[src/rtl/vect_pkg.sv]
// Shared encodings for the multi-cycle vector execute stage.
// Contents: ALU operation encodings, op2 operand-select encodings and the
// sequencer state type. Used by exec_vect_seq and vect_lane_alu.
package vect_pkg;

    typedef enum logic [3:0] {
        ALU_ADD   = 4'd0,
        ALU_SUB   = 4'd1,
        ALU_AND   = 4'd2,
        ALU_OR    = 4'd3,
        ALU_XOR   = 4'd4,
        ALU_SLL   = 4'd5,
        ALU_SRL   = 4'd6,
        ALU_MUL   = 4'd7,
        ALU_PASSB = 4'd8,
        ALU_MINU  = 4'd9
    } alu_op_e;

    // Index is {fb, imm_src}
    typedef enum logic [1:0] {
        OP2_RD2  = 2'b00,
        OP2_IMM  = 2'b01,
        OP2_FWD  = 2'b10,
        OP2_ZERO = 2'b11
    } op2_sel_e;

    typedef enum logic [1:0] {
        ST_IDLE = 2'd0,
        ST_BUSY = 2'd1,
        ST_DONE = 2'd2
    } state_e;

endpackage

[src/rtl/vect_lane_alu.sv]
// One lane of the vector ALU, purely combinational.
// Build option: EXEC_VECT_SAT_EN makes add/sub saturate unsigned
// (add clamps to all-ones, sub clamps to zero); otherwise they wrap.
// Ports:
//   i_a, i_b  N-bit lane operands
//   i_op      4-bit operation select (codes 10..15 give zero)
//   o_y       N-bit lane result
module vect_lane_alu
    import vect_pkg::*;
#(
    parameter int N = 24
) (
    input  logic [N-1:0] i_a,
    input  logic [N-1:0] i_b,
    input  logic [3:0]   i_op,
    output logic [N-1:0] o_y
);

    logic [N-1:0] w_add;
    logic [N-1:0] w_sub;
    logic [N-1:0] w_prod;
    logic [4:0]   w_shamt;
    logic         w_sh_ovf;

`ifdef EXEC_VECT_SAT_EN
    logic         w_carry;
    logic         w_borrow;
    logic [N-1:0] w_add_raw;
    logic [N-1:0] w_sub_raw;

    assign {w_carry, w_add_raw}  = {1'b0, i_a} + {1'b0, i_b};
    assign {w_borrow, w_sub_raw} = {1'b0, i_a} - {1'b0, i_b};
    assign w_add = w_carry  ? '1 : w_add_raw;
    assign w_sub = w_borrow ? '0 : w_sub_raw;
`else
    assign w_add = i_a + i_b;
    assign w_sub = i_a - i_b;
`endif

    assign w_prod   = i_a * i_b;
    // Only b[4:0] is the shift amount; amounts past the lane width flush to 0
    assign w_shamt  = i_b[4:0];
    assign w_sh_ovf = ({27'd0, w_shamt} >= 32'(N));

    always_comb begin
        o_y = '0;
        case (i_op)
            ALU_ADD:   o_y = w_add;
            ALU_SUB:   o_y = w_sub;
            ALU_AND:   o_y = i_a & i_b;
            ALU_OR:    o_y = i_a | i_b;
            ALU_XOR:   o_y = i_a ^ i_b;
            ALU_SLL:   o_y = w_sh_ovf ? '0 : (i_a << w_shamt);
            ALU_SRL:   o_y = w_sh_ovf ? '0 : (i_a >> w_shamt);
            ALU_MUL:   o_y = w_prod;
            ALU_PASSB: o_y = i_b;
            ALU_MINU:  o_y = (i_a < i_b) ? i_a : i_b;
            default:   o_y = '0;
        endcase
    end

endmodule

[src/rtl/exec_vect_seq.sv]
// Multi-cycle vector execute stage: M lanes of N bits, P lanes per cycle.
// Operands are selected and captured on a valid/ready accept, then a
// lane-group sequencer writes P lanes of the result per cycle; the
// finished result is offered with out_valid/out_ready.
// Build option: EXEC_VECT_SAT_EN (saturating add/sub, see vect_lane_alu).
// Ports:
//   clk, rst_n              clock, async active-low reset
//   flush                   synchronous abort to IDLE
//   in_valid / in_ready     request handshake
//   rd1..rd3, forward1..3   M*N operand buses, lane i at [i*N +: N]
//   imm                     N-bit immediate broadcast to all lanes
//   alu_control, imm_src, fa, fb, fc   operation / operand selects
//   out_valid / out_ready   result handshake
//   result, rd3_out         registered result and third operand
//
// state | meaning
// IDLE  | in_ready=1, waiting for a request
// BUSY  | writing lane group grp into result each cycle
// DONE  | out_valid=1, outputs held until out_ready
module exec_vect_seq
    import vect_pkg::*;
#(
    parameter int N = 24,
    parameter int M = 6,
    parameter int P = 2
) (
    input  logic           clk,
    input  logic           rst_n,
    input  logic           flush,
    input  logic           in_valid,
    output logic           in_ready,
    input  logic [M*N-1:0] rd1,
    input  logic [M*N-1:0] rd2,
    input  logic [M*N-1:0] rd3,
    input  logic [M*N-1:0] forward1,
    input  logic [M*N-1:0] forward2,
    input  logic [M*N-1:0] forward3,
    input  logic [N-1:0]   imm,
    input  logic [3:0]     alu_control,
    input  logic           imm_src,
    input  logic           fa,
    input  logic           fb,
    input  logic           fc,
    output logic           out_valid,
    input  logic           out_ready,
    output logic [M*N-1:0] result,
    output logic [M*N-1:0] rd3_out
);

    localparam int G  = M / P;
    localparam int GW = (G > 1) ? $clog2(G) : 1;

    if (M % P != 0) begin : g_bad_p
        $error("exec_vect_seq: M must be a multiple of P");
    end

    logic [M*N-1:0] w_op1;
    logic [M*N-1:0] w_op2;
    logic [M*N-1:0] w_op3;

    state_e         r_state;
    logic [GW-1:0]  r_grp;
    logic [M*N-1:0] r_op1;
    logic [M*N-1:0] r_op2;
    logic [3:0]     r_alu;
    logic [M*N-1:0] r_result;
    logic [M*N-1:0] r_rd3;
    logic           r_out_valid;
    logic           r_in_ready;

    logic [P*N-1:0] w_grp_a;
    logic [P*N-1:0] w_grp_b;
    logic [P*N-1:0] w_grp_y;
    logic           w_last;

    assign w_op1 = fa ? forward1 : rd1;
    assign w_op3 = fc ? forward3 : rd3;

    always_comb begin
        w_op2 = '0;
        case (op2_sel_e'({fb, imm_src}))
            OP2_RD2:  w_op2 = rd2;
            OP2_IMM:  w_op2 = {M{imm}};
            OP2_FWD:  w_op2 = forward2;
            OP2_ZERO: w_op2 = '0;
            default:  w_op2 = '0;
        endcase
    end

    assign w_grp_a = r_op1[r_grp*(P*N) +: P*N];
    assign w_grp_b = r_op2[r_grp*(P*N) +: P*N];
    assign w_last  = (r_grp == GW'(G - 1));

    for (genvar j = 0; j < P; j++) begin : g_lane
        vect_lane_alu #(.N(N)) u_alu (
            .i_a  (w_grp_a[j*N +: N]),
            .i_b  (w_grp_b[j*N +: N]),
            .i_op (r_alu),
            .o_y  (w_grp_y[j*N +: N])
        );
    end

    always_ff @(posedge clk or negedge rst_n) begin
        if (!rst_n) begin
            r_state     <= ST_IDLE;
            r_grp       <= '0;
            r_op1       <= '0;
            r_op2       <= '0;
            r_alu       <= '0;
            r_result    <= '0;
            r_rd3       <= '0;
            r_out_valid <= 1'b0;
            r_in_ready  <= 1'b1;
        end else if (flush) begin
            // result and rd3_out deliberately keep their stale contents
            r_state     <= ST_IDLE;
            r_grp       <= '0;
            r_out_valid <= 1'b0;
            r_in_ready  <= 1'b1;
        end else begin
            case (r_state)
                ST_IDLE: begin
                    if (in_valid) begin
                        r_op1      <= w_op1;
                        r_op2      <= w_op2;
                        r_rd3      <= w_op3;
                        r_alu      <= alu_control;
                        r_grp      <= '0;
                        r_state    <= ST_BUSY;
                        r_in_ready <= 1'b0;
                    end
                end
                ST_BUSY: begin
                    r_result[r_grp*(P*N) +: P*N] <= w_grp_y;
                    if (w_last) begin
                        r_grp       <= '0;
                        r_state     <= ST_DONE;
                        r_out_valid <= 1'b1;
                    end else begin
                        r_grp <= r_grp + GW'(1);
                    end
                end
                ST_DONE: begin
                    if (out_ready) begin
                        r_state     <= ST_IDLE;
                        r_out_valid <= 1'b0;
                        r_in_ready  <= 1'b1;
                    end
                end
                default: begin
                    r_state     <= ST_IDLE;
                    r_out_valid <= 1'b0;
                    r_in_ready  <= 1'b1;
                end
            endcase
        end
    end

    assign in_ready  = r_in_ready;
    assign out_valid = r_out_valid;
    assign result    = r_result;
    assign rd3_out   = r_rd3;

endmodule

[config.mk]
export PLATFORM = sky130hd
export DESIGN_NAME = exec_vect_seq
export DESIGN_NICKNAME = d
export VERILOG_FILES = /design/src/rtl/vect_pkg.sv /design/src/rtl/vect_lane_alu.sv /design/src/rtl/exec_vect_seq.sv
export SDC_FILE = /design/constraint.sdc
export NUM_CORES = 2
export LEC_CHECK = 0
export ABC_AREA = 0
export BUFFER_PORTS_ARGS = -buffer_cell sky130_fd_sc_hd__buf_2
export CORE_AREA = 5 5 456 458
export DETAILED_ROUTE_END_ITERATION = 10
export DIE_AREA = 0 0 461 463
export PLACE_DENSITY = 0.58
export SKIP_CTS_REPAIR_TIMING = 1
export SLEW_MARGIN = 40
export SYNTH_ARGS = -nofsm -noshare
export SYNTH_HDL_FRONTEND = slang
export SYNTH_SLANG_ARGS = --single-unit
[constraint.sdc]
create_clock -name clk -period 18.4 [get_ports clk]
set_input_delay 0 -clock clk [delete_from_list [all_inputs] [get_ports clk]]
set_output_delay 0 -clock clk [all_outputs]
set_load 0.005 [all_outputs]
==> impl_metrics.env <==
export IMPL_post_drt_via_cell_ratio=5.651
export IMPL_nFillCells=21080
export IMPL_die_area_um2=213400
export IMPL_rows=166
export IMPL_path_clk_slew_ns=0.06
export IMPL_initial_core_util=0.2918
export IMPL_cts_tree="built"
export IMPL_wire_per_inst_um=35.84
export IMPL_drc_errors=0
export IMPL_grt_pass1_vias=60450
export IMPL_vias=66910
export IMPL_cp_common_cell="fa_1"
export IMPL_cts_buffer_depth=3
export IMPL_dp_cells=10640
export IMPL_finalClockSkew_ns=0.05649
export IMPL_relSlewSlack=0.3468
export IMPL_synth_xor_area_frac=0.01993
export IMPL_worstSetupPathType="reg -> reg"
export IMPL_synth_ff_type="dfrtp_1"
export IMPL_cp_slowest_cell="a211oi_1"
export IMPL_max_stage_delay_ns=0.69
export IMPL_cts_made_buffers=75
export IMPL_clk_latency_ns=0.77
export IMPL_synth_area_um2=59400
export IMPL_wirelength_mm=424.3
export IMPL_min_period_ns=10.52
export IMPL_antenna_found_initial=189
export IMPL_place_gp_congestion=1.072
export IMPL_overflow=0
export IMPL_worst_setup_path_start_kind="flop"
export IMPL_drive_above_1_share=0.1956
export IMPL_async_flop_share=1.000
export IMPL_cp_end_kind="flop"
export IMPL_portBuffers=1190
export IMPL_maxSlewViolCount=0
export IMPL_worstPathArrival_ns=11.11
export IMPL_dp_hpwl_mm=345.9
export IMPL_grt_max_degree=215
export IMPL_synth_cells=7058
export IMPL_synth_top_family_by_area="adder cells"
export IMPL_setup_viol=0
export IMPL_syn_nets=8707
export IMPL_htreeDepth=3
export IMPL_yosysWarnings=0
export IMPL_yosysUniqueCellTypes=104
export IMPL_synth_top_area_share=0.2464
export IMPL_finalHoldViolations=0
export IMPL_fin_crit_sh=0.5716
export IMPL_yosysTopAreaCell="dfrtp_1"
export IMPL_firstDrtPassIters=8
export IMPL_grt_total_usage=0.3766
export IMPL_syn_area_per_cell_um2=8.417
export IMPL_grt_pass1_wl_mm=547.1
export IMPL_synth_area_top_cells="dfrtp_1 (25%), fa_1 (14%), mux2i_1 (9.7%)"
export IMPL_cts_num_sinks=586
export IMPL_worst_hold_slack_ns=0.02014
export IMPL_core_area_um2=203500
export IMPL_min_path_type="in -> reg"
export IMPL_finalWorstSetupSlack_ns=7.882
export IMPL_synth_mux_area_frac=0.1043
export IMPL_fmax_mhz=95.08
export IMPL_drv_cap=0
export IMPL_drtIter0Drc=8409
export IMPL_area_growth_synth_to_final_pct=35.58
export IMPL_status="complete, but fails checks"
export IMPL_synth_fa_ha_area_frac=0.2119
export IMPL_tightest_slew_ns=0.9526
export IMPL_io_pins=1191
export IMPL_ys_ff_latch=586
export IMPL_synth_simple_gate_area_share=0.1424
export IMPL_synth_edf_count=0
export IMPL_nets=10550
export IMPL_cp_required_ns=18.99
export IMPL_final_cell_count_no_fill=11840
export IMPL_pre_cts_ws_ns=8.169
export IMPL_ant_nets=2
export IMPL_rsz0062_at_grt="no"
export IMPL_violations="antenna rules"
export IMPL_die_w_um=461
export IMPL_synth_compound_area_frac=0.1936
export IMPL_worst_path_max_fanout=29
export IMPL_ys_seq_area_frac=0.2469
export IMPL_tns_ns=0
export IMPL_root_buffer="clkbuf_16"
export IMPL_die_h_um=463
[cell usage in the layout (no fill, tap or decap), types with 59 or more instances in the layout]
master and instances:
a211oi_1 59, a21oi_1 890, buf_2 1185, buf_4 156, clkbuf_16 75, dfrtp_1 583, diode_2 191, dlygate4sd3_1 870
fa_1 430, ha_1 318, inv_1 692, mux2i_1 555, nand2_1 566, nand2b_1 174, nor2_1 959, nor3_1 83
o21ai_0 195, xnor2_1 93
[worst paths after layout]
check / from / to / slack (ns) / cells after the start
worst min register to register: result[4]$_DFFE_PN0P_ / result[4]$_DFFE_PN0P_ / 0.47 / 2
worst max-delay path: r_grp[0]$_DFFE_PN0P_ / result[140]$_DFFE_PN0P_ / 7.88 / 28
worst max register to register: r_grp[0]$_DFFE_PN0P_ / result[140]$_DFFE_PN0P_ / 7.88 / 28
worst min-delay path: forward3[115] / rd3_out[115]$_DFFE_PN0P_ / 0.02 / 3
min in group asynchronous: rst_n / rd3_out[127]$_DFFE_PN0P_ / 0.39 / 4
max in group asynchronous: rst_n / r_op1[41]$_DFFE_PN0P_ / 14.81 / 8
[area by class of cell]
| type | count | area (um^2) | share of cell area |
|---|---|---|---|
| Antenna cell | 191 | 478.0 | 0.005934 |
| Clock buffer | 101 | 2085 | 0.02588 |
| Clock inverter | 36 | 400.4 | 0.004971 |
| Inverter | 743 | 2795 | 0.03470 |
| Multi-Input combinational cell | 5261 | 40570 | 0.5038 |
| Sequential cell | 586 | 14670 | 0.1822 |
| Tap cell | 2688 | 3363 | 0.04176 |
| Timing Repair Buffer | 2233 | 16170 | 0.2008 |
[stage by stage]
stage / utilization / cell area, um^2
2_1_floorplan: - / 59400
3_3_place_gp: 0.3359 / 68380
5_1_grt: 0.3939 / 80180
3_5_place_dp: 0.3376 / 68720
6_report: 0.3957 / 80540
4_1_cts: 0.3498 / 71210
[synthesized netlist by cell type (18+ instances only)]
cell and n:
o21ai_1 18, dfrtp_1 585, buf_1 61, a21oi_2 23, nand2_1 573, a2bb2oi_2 30
and2_1 19, ha_1 318, buf_6 20, nand3_1 39, a221o_1 19, nor2_1 970
a221oi_1 31, o31ai_1 27, o22ai_1 29, mux2i_1 575, inv_1 692, a211oi_1 63
xor2_1 29, clkbuf_1 333, o221ai_1 45, a22oi_1 52, nor3_1 90, fa_1 430
a2bb2oi_1 25, xnor2_1 94, nor2b_1 21, a21o_1 39, o211ai_1 48, nand2b_1 174
a31oi_1 25, o21a_1 18, o21ai_0 198, a21oi_1 897, inv_2 40, buf_2 37
a22o_1 43, mux2_2 31
[sequential cells by signal (all words and copies together), names as in the netlist]
name       flops
r_op2        144
rd3_out      144
result       144
out_valid      1
r_op1        144
r_alu          4
r_state        2
in_ready       1
r_grp          2
[worst max-delay path: cells and delay by family (launching register included)]
| family | cells | cell delay, ns |
|---|---|---|
| adder cells (fa/ha/maj) | 9 | 4.46 |
| AO/OA/AOI/OAI | 8 | 2.30 |
| buffers and inverters | 7 | 1.85 |
| flip-flops | 1 | 0.66 |
| AND/OR/NAND/NOR | 3 | 0.59 |
| multiplexers | 1 | 0.35 |
[metal layers]
metal	global-route usage	vias up	share of wire
met2	0.5269	4383	0.41
met3	0.1664	1010	0.13
met1	0.4791	33630	0.39
met5	0	-	0.0030
li1	-	27800	-
met4	0.2143	88	0.072
[cell families after synthesis]
group | after synthesis
buffers and inverters | 1211
XOR/XNOR | 128
multiplexers | 611
flip-flops | 586
AND/OR/NAND/NOR | 1981
adder cells (fa/ha/maj) | 748
AO/OA/AOI/OAI | 1793
Power is not shown: default switching activity piles up to over one toggle a cycle in this logic, so the estimate is an artifact.
